$ cat config.mk
export PLATFORM = sky130hd
export DESIGN_NAME = serial_adder
export DESIGN_NICKNAME = d
export VERILOG_FILES = /design/src/rtl/serial_adder.sv
export SDC_FILE = /design/constraint.sdc
export NUM_CORES = 1
export LEC_CHECK = 0
export BUFFER_PORTS_ARGS = -buffer_cell sky130_fd_sc_hd__buf_2
export CORE_UTILIZATION = 52
export DETAILED_ROUTE_END_ITERATION = 10
export PLACE_DENSITY = 0.73
export SLEW_MARGIN = 10
export SYNTH_ARGS = -nofsm -noshare
export SYNTH_HDL_FRONTEND = slang
export SYNTH_SLANG_ARGS = --single-unit
$ cat constraint.sdc
create_clock -name clk -period 1.65 [get_ports clk]
set_input_delay 0.165 -clock clk [delete_from_list [all_inputs] [get_ports clk]]
set_output_delay 0.165 -clock clk [all_outputs]
set_load 0.01 [all_outputs]
$ cat src/rtl/serial_adder.sv
// serial_adder: bit-serial LSB-first adder (one full-adder cell, registered carry)
// with valid/ready handshakes on the operand and result sides.
module serial_adder #(
  parameter int WIDTH = 8
) (
  input  logic             clk,
  input  logic             rst_n,
  input  logic             in_valid,
  output logic             in_ready,
  input  logic [WIDTH-1:0] a,
  input  logic [WIDTH-1:0] b,
  input  logic             cin,
  output logic             out_valid,
  input  logic             out_ready,
  output logic [WIDTH-1:0] sum,
  output logic             cout,
  output logic             busy
);
  localparam int CW = $clog2(WIDTH);
  localparam logic [CW-1:0] LAST = CW'(WIDTH - 1);
  typedef enum logic [1:0] {IDLE, RUN, DONE} state_t;
  state_t state_q, state_d;
  logic [WIDTH-1:0] sa_q, sa_d, sb_q, sb_d, sum_q, sum_d;
  logic [CW-1:0] cnt_q, cnt_d;
  logic c_q, c_d, h_s, h_c, fa_s, fa_c;
  // full adder built from two half-adder cells plus an OR for the carry
  assign h_s  = sa_q[0] ^ sb_q[0];
  assign h_c  = sa_q[0] & sb_q[0];
  assign fa_s = h_s ^ c_q;
  assign fa_c = h_c | (h_s & c_q);
  always_ff @(posedge clk or negedge rst_n) begin
    if (!rst_n) state_q <= IDLE;
    else state_q <= state_d;
  end
  always_comb begin
    state_d = state_q;
    unique case (state_q)
      IDLE:    state_d = in_valid ? RUN : IDLE;
      RUN:     state_d = (cnt_q == LAST) ? DONE : RUN;
      DONE:    state_d = out_ready ? IDLE : DONE;
      default: state_d = IDLE;
    endcase
  end
  always_comb begin
    in_ready  = state_q == IDLE;
    out_valid = state_q == DONE;
    busy      = state_q != IDLE;
  end
  always_comb begin
    sa_d  = sa_q;
    sb_d  = sb_q;
    c_d   = c_q;
    cnt_d = cnt_q;
    sum_d = sum_q;
    if (state_q == IDLE && in_valid) begin
      sa_d  = a;
      sb_d  = b;
      c_d   = cin;
      cnt_d = '0;
    end else if (state_q == RUN) begin
      sa_d  = sa_q >> 1;
      sb_d  = sb_q >> 1;
      c_d   = fa_c;
      sum_d = {fa_s, sum_q[WIDTH-1:1]};
      cnt_d = cnt_q + CW'(1);
    end
  end
  always_ff @(posedge clk or negedge rst_n) begin
    if (!rst_n) begin
      sa_q  <= '0;
      sb_q  <= '0;
      sum_q <= '0;
      c_q   <= 1'b0;
      cnt_q <= '0;
    end else begin
      sa_q  <= sa_d;
      sb_q  <= sb_d;
      sum_q <= sum_d;
      c_q   <= c_d;
      cnt_q <= cnt_d;
    end
  end
  assign sum  = sum_q;
  assign cout = c_q;
endmodule

==> impl_summary.md, run 1 <==
Final layout
The net count of the finished layout is 192. 0 antenna diodes ended up in the layout. The post-synthesis to final-layout area growth is 14.8%. In the layout the commonest cells are buf_2 (32), dfrtp_1 (30), nand2_1 (27). The finished cells cover between 1500 and 2000 sq um.

The most common cell after layout, fill and taps aside is buf_2. In the final layout, the share of cells above drive strength 1 is 27.5%.

GRT
After global routing the overflow that remains totals 0. After global routing, the most crowded layer is met2. For this run, the total global-route usage over all layers was measured as 21.3%.

The via count of the first global-routing pass is 990. The global routing met2 resource utilization is 32.7%. The met1 track demand over resource in global routing is 26.3%.

The initial antenna violation count is 0. For met3 alone, demand over resource in global routing was 5.83%. Entering global routing, the biggest net connects 31 pins.

The global-route wire length before repair is 4.26 mm.

CTS
In this run the clock root is driven by a clkbuf_4. The later-pin clock latency in the skew report is 320 ps. The count of clock tree sinks is 30.

The clock passes through at most 2 buffers. The H-tree generated during clock tree synthesis spans 2 levels. Buffers added to address setup during post-CTS repair amount to 0. TritonCTS built the clock tree.

The total clock buffers created by CTS is 5. The clock edge transition at the registers on the reported setup and hold paths is 90 ps.

STA
For the finished layout, the period the worst path requires is 1570 ps. The worst-case headroom to the max-slew limit is about 54%. The final count of hold timing violations was 0. The max-slew violation count is 0. The count of final setup violators is 0. The final period utilization is a little over nine tenths. For the final routed database, the setup TNS stands at 0 ps. Static timing analysis puts the maximum clock frequency at 635 MHz.

For the pin with the worst max-slew slack, the measured transition is 687 ps. Setup repair after global routing left no endpoint under its margin. The clock skew is 3.73 ps.

Synthesis
The sequential area share after synthesis is 52.8%. The summed instance area of the synthesized netlist is 1420 sq um. The number of distinct library cells after synthesis is 29. In this run the mean area of a mapped cell was 10.8 sq um. During synthesis, Yosys emitted a total of 0 warnings. The total nets after synthesis is 156. Synthesis inferred 30 register bits. The cell count after synthesis is 132.

Die
In this run the count of I/O pins placed on the die edge is 33. The height of the die is 54.3 microns. The core region is 2520 sq um. The floorplan step defined a die boundary enclosing between 2000 and 3000 sq um. In this run the core area contains 18 standard-cell rows. The starting density of the core is 56.4%. The overall die width is 54.3 microns.

Min path
The startpoint identified for the worst hold timing path is a[7]. The min-delay analysis places its worst path in the category input port to flop.

Job
The tool flagged a number of max-cap violations equal to 0.

Placed design
In this run the cell area measured after placement is 1570 sq um. The placer's final routability congestion estimate is 0.811. The sum of net half-perimeters after detailed placement is between 1.5 and 2 mm. The count of buffers added on input and output ports is 32.

Route
The first routing iteration left 17 violations. The detailed-route wire length per cell is 14.1 microns. The DRC violation count after routing is 0.

The via count is 1105. The number of iterations in the first detailed-routing pass is 4. The total wire length after detailed routing is 2.79 mm. The count of nets left with antenna violations once routing finished came out at 0. The mean number of vias per cell is 5.61.

Worst setup path
Grouping stages by cell kind, the critical path spends the most delay in flip-flops. The critical path contains buffers and inverters numbering 3 combined. The nature of the critical path startpoint is a flop. The classification of the worst setup path is flop to primary output.

In this run the worst path has a maximum fanout of 9. On the critical path, the stage with the largest delay is an instance of dfrtp_1. The critical path goes through buf_4 -> nor2_1 -> inv_1 -> buf_2.

The type of destination of the critical path is a primary output. The largest single stage delay on the critical path is roughly 460 ps. Tracing the worst setup path back leads to its startpoint at state_q[0]. The endpoint required time on the critical path is 1480 ps. The startpoint of the most critical register-to-register path is state_q[0]. At the worst endpoint, the arrival time is 1410 ps.

Power
Power comes to 2.99 mW. The worst-case IR drop observed on VDD is between 1 and 1.5 mV. The power density normalized to cell area is 1830 nW/um^2. The leakage power is 0.828 nW.

Run status
The run finished with clean final reports.
-- synthesized netlist by cell type (all sizes together) --
cell	number	area (sq um)
nor3b	5	37.5
a32o	1	10.0
fa	1	20.0
a221o	2	20.0
a2bb2oi	7	61.3
o32ai	1	8.76
o22a	7	61.3
nor3	7	35.0
a211oi	5	37.5
o21bai	1	11.3
nand3	1	5.00
a21oi	1	5.00
dfrtp	30	751
ha	2	25.0
a22o	3	26.3
clkbuf	3	32.5
buf	5	46.3
o21ai	4	20.0
nor2	3	18.8
nor2b	2	12.5
inv	9	33.8
nand2b	4	32.5
and2b	1	10.0
nand2	27	101
-- where the power goes --
group          internal, mW  switching (mW)
Sequential             1.08           0.226
Clock                 0.192           0.233
Combinational         0.603           0.656
Total                  1.87            1.11
-- timing repair --
item,in CTS,in global routing
endpoints found under the hold margin,30,0
gates resized for setup,0,0
hold buffers,1,0
-- metrics by stage --
stage          util (%)  hold WS [ps]  instances  setup WS [ps]
6_report           64.7          97.2        197           76.0
5_1_grt            64.7           109        197           17.2
4_1_cts            64.7          85.9        197           66.8
3_5_place_dp       62.3           230        190            314
3_3_place_gp       62.3           229        190            375
2_1_floorplan         -          -131        132            504
-- final timing paths --
path	slack, ps	cells after the start	end
setup reg to reg	300	3	sa_q[2]
hold / removal	100	2	sa_q[7]
hold reg to reg	480	2	sum[0]
setup / recovery	80	4	busy
min in group asynchronous	410	2	sum[2]
max in group asynchronous	790	2	sum[6]
-- per-layer routing --
metal,up-vias,wire length (microns)
li1,530,-
met1,526,1310
met2,41,1250
met3,8,165
met4,0,59
met5,-,0
-- sequential cells by signal (all words and copies together), names as in the netlist --
register and flops:
sum 8, state_q 2, sb_q 8, cnt_q 3, sa_q 8, cout 1
-- cell type report --
type	instances	area, sq um
clock buffers	6	51.3
fillers	211	890
inverters	9	33.8
multi-input cells	85	559
flip-flops and latches	30	751
well taps	30	37.5
repair buffers	37	200
-- cell families (layout without fill, tap and decap cells) --
group                      after synthesis  after routing  synth area share [%]
and+or+nand+nor                         50             50                  17.8
AOI/OAI and AO/OA                       32             32                  18.4
DFF                                     30             30                  52.8
buffers and inverters                   17             52                  7.92
adders and majority gates                3              3                  3.17
Note: power is estimated with default switching activity, not from simulation.
==> run 2: changes to the inputs <==
Settings changed: CORE_ASPECT_RATIO set to 1.5.
==> run 2 against run 1 <==
Net effect:
- sequential power about the same
- critical path depth is 1 lower
- combinational power is essentially flat
- largest cell class unchanged
- routed wire length increased by 4.1%
- clock skew is 7.0 ps higher
- critical path type unchanged
- register-to-register slack lost 60 ps
- non-clock buffer count down 1
- clock-buffer cell count up 1
==> impl_summary.md, run 2 (synthesis gave the netlist of run 1 again) <==
Die
The area of the die is 2950 sq um. In this run the vertical extent of the chip is around 66 microns. The placeable core area is 2530 sq um. In this run the core area contains 22 standard-cell rows. The number of I/O pins is 33.

The die is 44.7 microns wide. The starting density of the core is 56.2%.

Final layout
Leaving out fill and tap cells, the most frequent cells in the layout are buf_2 (32), dfrtp_1 (29), nand2_1 (27). In the final layout, the share of cells above drive strength 1 is between 20% and 30%. The area growth from synthesis to layout is 14.6%. The most common cell after layout, fill and taps aside is buf_2. After the flow finishes, the layout carries non-filler instances totaling 203. The net count of the finished layout is around 190. The repair_antennas step left the layout with diodes totalling 0.

GRT
The overall global routing resource usage is between 20% and 30%. The via count of the first global-routing pass came to 1108. The first global-routing pass estimated 5.00 mm of wire. The initial antenna violation count is 0. Global routing finished with a remaining overflow of 0. The largest net degree at the start of global routing is 31.

STA
The worst-case headroom to the max-slew limit is 55.2%. At the pin with the least slew margin, the transition time is 671 ps. The max-slew violation count is 0. Setup repair after global routing left no endpoint under its margin. The routed design could run at a clock period as short as ~1600 ps.

After routing, the total negative slack on setup checks comes to 0 ps. The final count of hold timing violations is 0. The clock skew is approximately 11 ps. In the finished design, the share of the clock period the worst path needs comes to 95.3%. The fmax is about 640 MHz. Setup violations remaining at the end of the flow were counted as 0.

Power
The switching power of the nets is 1.13 mW. The part of the total power dissipated in sequential elements is between 40% and 50%. The switching portion of total power is 38.1%. The clock power share is about an eighth.

The leakage power is 0.817 nW. The internal portion of total power is 1.83 mW. Power spread over the standard cell area amounts to 1820 nW/um^2.

The logic gate share of total power is 42.0%. The largest voltage drop on the vdd net is ~1 mV.

Route
For this run, design rule violations remaining after detail routing come to 0. The total wire length after detailed routing is 2.90 mm. The number of nets still failing antenna checks after routing is 0. The first TritonRoute pass finished after 4 iterations.

In the final routed layout, each cell accounts on average for roughly 14 microns. The mean number of vias per cell is 5.34. The violation count after the first detailed-routing iteration is 17. The via count is 1085.

Worst setup path
The cell family contributing the most delay on the critical path is flip-flops. On the critical path, the stage with the largest delay is an instance of dfrtp_1. The arrival time of the worst setup path is around 1400 ps. The number of buffers and inverters on the critical path is 2. Traced cell by cell, the critical path runs through buf_4 -> nor2b_1 -> buf_2. The largest single stage delay on the critical path is 530 ps. STA puts the critical path data required time at 1480 ps. The nature of the critical path startpoint is a flop.

The maximum net fanout on the critical path is 13. The worst setup path is captured at a primary output. The critical path is of the flop to primary output type.

Placed design
The cell total after placement is 195. Routability-driven placement finished with a final weighted congestion of 0.734. During placement, the flow inserted port buffers numbering 32.

The sum of net half-perimeters after detailed placement is 2.06 mm.

CTS
The deepest level of the CTS H-tree is 2. The TritonCTS clock tree is done. For this design, the sink count on the clock tree is 30. The tree is rooted in a clkbuf_4. The number of setup buffers added after CTS is 0.

No sink is reached through more buffers than the 2 on the longest clock path. In this run, CTS created clock tree buffers numbering 5. Clock latency on the worst-skew pair, taken at its later pin, is 320 ps. The clock edge transition at the registers on the reported setup and hold paths is 90 ps.

Job
The number of max-cap violations is 0.

Run status
The flow ran to the end, and the final reports show no timing, DRC or antenna violations.

Min path
The path category of the worst min-delay check is input port to flop.
-- run 2: cell types whose count changed in the layout (fill, tap and decap cells not counted), sizes merged --
cell    change
buf         -1
clkbuf      +1
-- run 2: per-stage QoR --
stage	hold slack, ps	instance area, sq um	util [%]	power [mW]	setup slack [ps]
after floorplan	-131	1420	-	2.25	504
after global placement	221	1570	62.1	2.51	309
after detailed placement	233	1570	62.1	2.59	268
after CTS	84.2	1630	64.3	2.99	26.3
after global routing	95.3	1630	64.4	3.25	10.6
final	88.0	1630	64.4	2.96	76.9
-- run 2: final cells by class --
class,count,area (sq um)
fillers,240,902
flip-flops and latches,30,752
multi-input cells,85,562
repair buffers,36,193
clock buffers,7,45.0
well taps,36,45.0
inverters,9,33.8
-- run 2: what timing repair did --
| item | in CTS | in global routing |
|---|---|---|
| hold buffers | 1 | 0 |
| endpoints found under the hold margin | 30 | 0 |
| resized for setup | 1 | 1 |
| setup endpoints to repair | 2 | 2 |
| pin swaps | 0 | 0 |
-- run 2: tightest hold or removal path: stages --
cell and delay, ps:
buf_2 70, nand3_1 70, o21ai_0 70
-- run 2: path summary, 6_finish.rpt --
check	from	endpoint	slack (ps)	depth (start not counted)
worst min-delay path	b[7]	sb_q[7]	90	3
max in group asynchronous	rst_n	state_q[1]	770	2
worst max-delay path	state_q[0]	out_valid	80	3
worst min register to register	sum[0]	sum[0]	480	2
worst max register to register	state_q[0]	sa_q[0]	240	3
min in group asynchronous	rst_n	sb_q[2]	410	2
-- run 2: power by group through the flow --
stage	combinational, mW	sequential, mW	clock (mW)
after CTS	1.26	1.33	0.407
after detailed placement	1.25	1.34	0
final	1.24	1.33	0.394
after global routing	1.43	1.37	0.439
after floorplan	0.948	1.30	0
after global placement	1.20	1.32	0
-- run 2: layer usage --
layer	vias up	GRT usage, %	share of wire (%)
met5	-	0	0
met4	0	14.4	3.5
met3	7	6.01	4.9
met2	36	39.3	50
met1	514	28.0	41
li1	528	-	-
==> run 3: changes to the inputs <==
Settings changed: BUFFER_PORTS_ARGS -buffer_cell sky130_fd_sc_hd__buf_2 to -buffer_cell sky130_fd_sc_hd__buf_4, CORE_ASPECT_RATIO 1.5 to 0.8, CTS_CLUSTER_DIAMETER set to 60.
==> run 3 against run 2 <==
Net effect:
- hold slack worse by 1.2 ps
- largest power group is now combinational cells
- utilization grew 5.0 points
- cell count increased by 2.5%
- first-iteration DRC count grew to 2.7 times the previous value
- clock power barely moved
- routed wire length up 1.8%
- sequential share of layout area shrank 3.1 points
- sequential cell count unchanged
- die area is 0.10% lower
- clock skew about the same
==> impl_summary.md, run 3 (synthesis gave the netlist of run 1 again) <==
Placed design
The number of buffers inserted by port buffering is 32. The placer's final routability congestion estimate is 0.766. Once placement finished, the instance area stood at 1660 sq um.

Detailed placement ended at an HPWL of about 2.0 mm.

Die
The die covers 2950 sq um. The height of the die is 48.8 microns. The overall die width is a little over 60 microns. The number of I/O pins is 33. The core region is 2520 sq um. For this configuration, the core starts out at a cell density of 56.4%. Row generation in the floorplan step produced 16 rows.

GRT
The initial antenna violation count is 0. For this run the aggregate overflow at the end of global routing stands at 0. The first global-routing pass estimated 4.82 mm of wire. For this run, the total global-route usage over all layers was measured as approximately 22%. The via count of the first global-routing pass is 1050. The largest net degree at the start of global routing is 31.

Worst setup path
The arrival time of the worst setup path is between 1000 and 1500 ps. The most prevalent standard cell on the critical path is buf_4. Grouping stages by cell kind, the critical path spends the most delay in flip-flops. The classification of the worst setup path is flop to primary output. The critical path goes through buf_4 -> nor2_2 -> inv_1 -> buf_4. Of all nets on the critical path, the largest fanout is 8. The endpoint required time on the critical path is between 1000 and 1500 ps. The highest cell delay on the worst timing path is 450 ps. The type of destination of the critical path is a primary output. The number of buffers and inverters on the critical path is 3. STA classifies the critical path startpoint as a flop. The slowest cell on the critical path is dfrtp_2.

Route
The violation count after the first detailed-routing iteration is 46. The DRC violation count after routing is 0. The mean number of vias per cell is 5.34. The total wire length after detailed routing is 2.95 mm.

The via count is 1111. The count of nets left with antenna violations once routing finished came out at 0. The first detailed-routing pass took 4 iterations. The detailed-route wire length per cell is around 14 microns.

CTS
Clock tree synthesis inserted a total of 5 buffers. The number of buffers on the longest clock path is 2. TritonCTS built the clock tree. The clock reaches the later pin of the worst-skew pair after 330 ps. The count of clock tree sinks is 30. The H-tree generated during clock tree synthesis spans 2 levels. After clock tree synthesis, the clock-pin slew on the worst setup and hold paths is approximately 90 ps. The clock root buffer is clkbuf_4.

STA
The fmax is between 600 and 700 MHz. At the pin with the least slew margin, the transition time is 463 ps. The routed design could run at a clock period as short as between 1500 and 2000 ps. Setup repair after global routing left no endpoint under its margin. The worst-case headroom to the max-slew limit is 69.1%. The final count of hold timing violations is 0. Setup violations remaining at the end of the flow were counted as 0.

The final period utilization is 91.7%. The max-slew violation count is 0. Summed over all failing endpoints, the final setup total negative slack is 0 ps. The clock skew is 10.8 ps.

Power
Net switching is between 30 and 40% of the power. The internal portion of total power is 1.96 mW. VDD sags by at most ~0.96 mV. The leakage power is 0.865 nW.

Of the total power, combinational logic draws 45.5%. The analysis attributes to net switching a power of roughly 1.2 mW. The clock power share is 12.6%. Dividing total power by cell area gives a power density of 1780 nW/um^2. Of the total power, registers draw 41.9%.

Job
The number of max-cap violations is 0.

Min path
The path category of the worst min-delay check is input port to flop.

Final layout
The post-synthesis to final-layout area growth is 23.0%. The repair_antennas step left the layout with diodes totalling 0. The layout has between 200 and 250 filler cells.

Summing all non-filler instances in the final layout gives an area of 1750 sq um. The fraction of layout instances using a drive strength above 1 is 30.2%. The net count of the finished layout is around 200. The library cell used most frequently in the layout, excluding fill and tap cells, is buf_4. Leaving out fill and tap cells, the most frequent cells in the layout are buf_4 (40), dfrtp_1 (28), nand2_1 (27).

Run status
The run finished with clean final reports.
[run 3: cell types whose count changed in the layout (fill, tap and decap cells not counted)]
cell / before / now
dfrtp_1: 29 / 28
buf_2: 32 / 0
dfrtp_2: 1 / 2
buf_4: 3 / 40
[run 3: layout make-up]
class	instances	area, sq um	area share, %
flip-flops and latches	30	753	43.1
multi-input cells	85	562	32.1
repair buffers	41	310	17.7
clock buffers	7	45.0	2.58
well taps	36	45.0	2.58
inverters	9	33.8	1.93
[run 3: power by group through the flow]
| stage | logic (mW) | registers, mW | clock network, mW |
|---|---|---|---|
| floorplan | 0.948 | 1.30 | 0 |
| global placement | 1.28 | 1.33 | 0 |
| detailed placement | 1.34 | 1.34 | 0 |
| CTS | 1.35 | 1.33 | 0.403 |
| global route | 1.59 | 1.35 | 0.437 |
| finish | 1.41 | 1.30 | 0.392 |
[run 3: metrics by stage]
step | utilization, % | total power [mW] | hold WS (ps) | instances | worst slack (ps)
finish | 69.3 | 3.11 | 86.8 | 208 | 138
global route | 69.3 | 3.38 | 87.6 | 208 | 66.4
CTS | 68.2 | 3.08 | 83.2 | 204 | 60.2
detailed placement | 65.8 | 2.68 | 113 | 196 | 224
global placement | 65.8 | 2.61 | 112 | 196 | 294
floorplan | - | 2.25 | -131 | 132 | 504
[run 3: layer usage]
layer | share of wire, % | up-vias | routed length [microns] | GRT usage, %
li1 | - | 540 | - | -
met1 | 45 | 532 | 1340 | 32.0
met2 | 47 | 33 | 1400 | 32.1
met3 | 5.9 | 6 | 173 | 6.37
met4 | 1.3 | 0 | 39 | 7.95
met5 | 0 | - | 0 | 0
[run 3: path summary, 6_finish.rpt]
kind	from	endpoint	slack, ps	depth (start not counted)
setup / recovery	state_q[0]	busy	140	4
hold / removal	a[7]	sa_q[7]	90	2
setup reg to reg	state_q[1]	cnt_q[1]	350	3
hold reg to reg	sum[0]	sum[0]	500	2
max in group asynchronous	rst_n	state_q[1]	1050	2
min in group asynchronous	rst_n	sa_q[7]	290	2
[run 3: timing repair]
item	in CTS	in global routing
hold buffers	1	0
buffers inserted	0	4
endpoints found under the setup margin	3	2
endpoints found under the hold margin	30	0
gates resized for setup	3	0
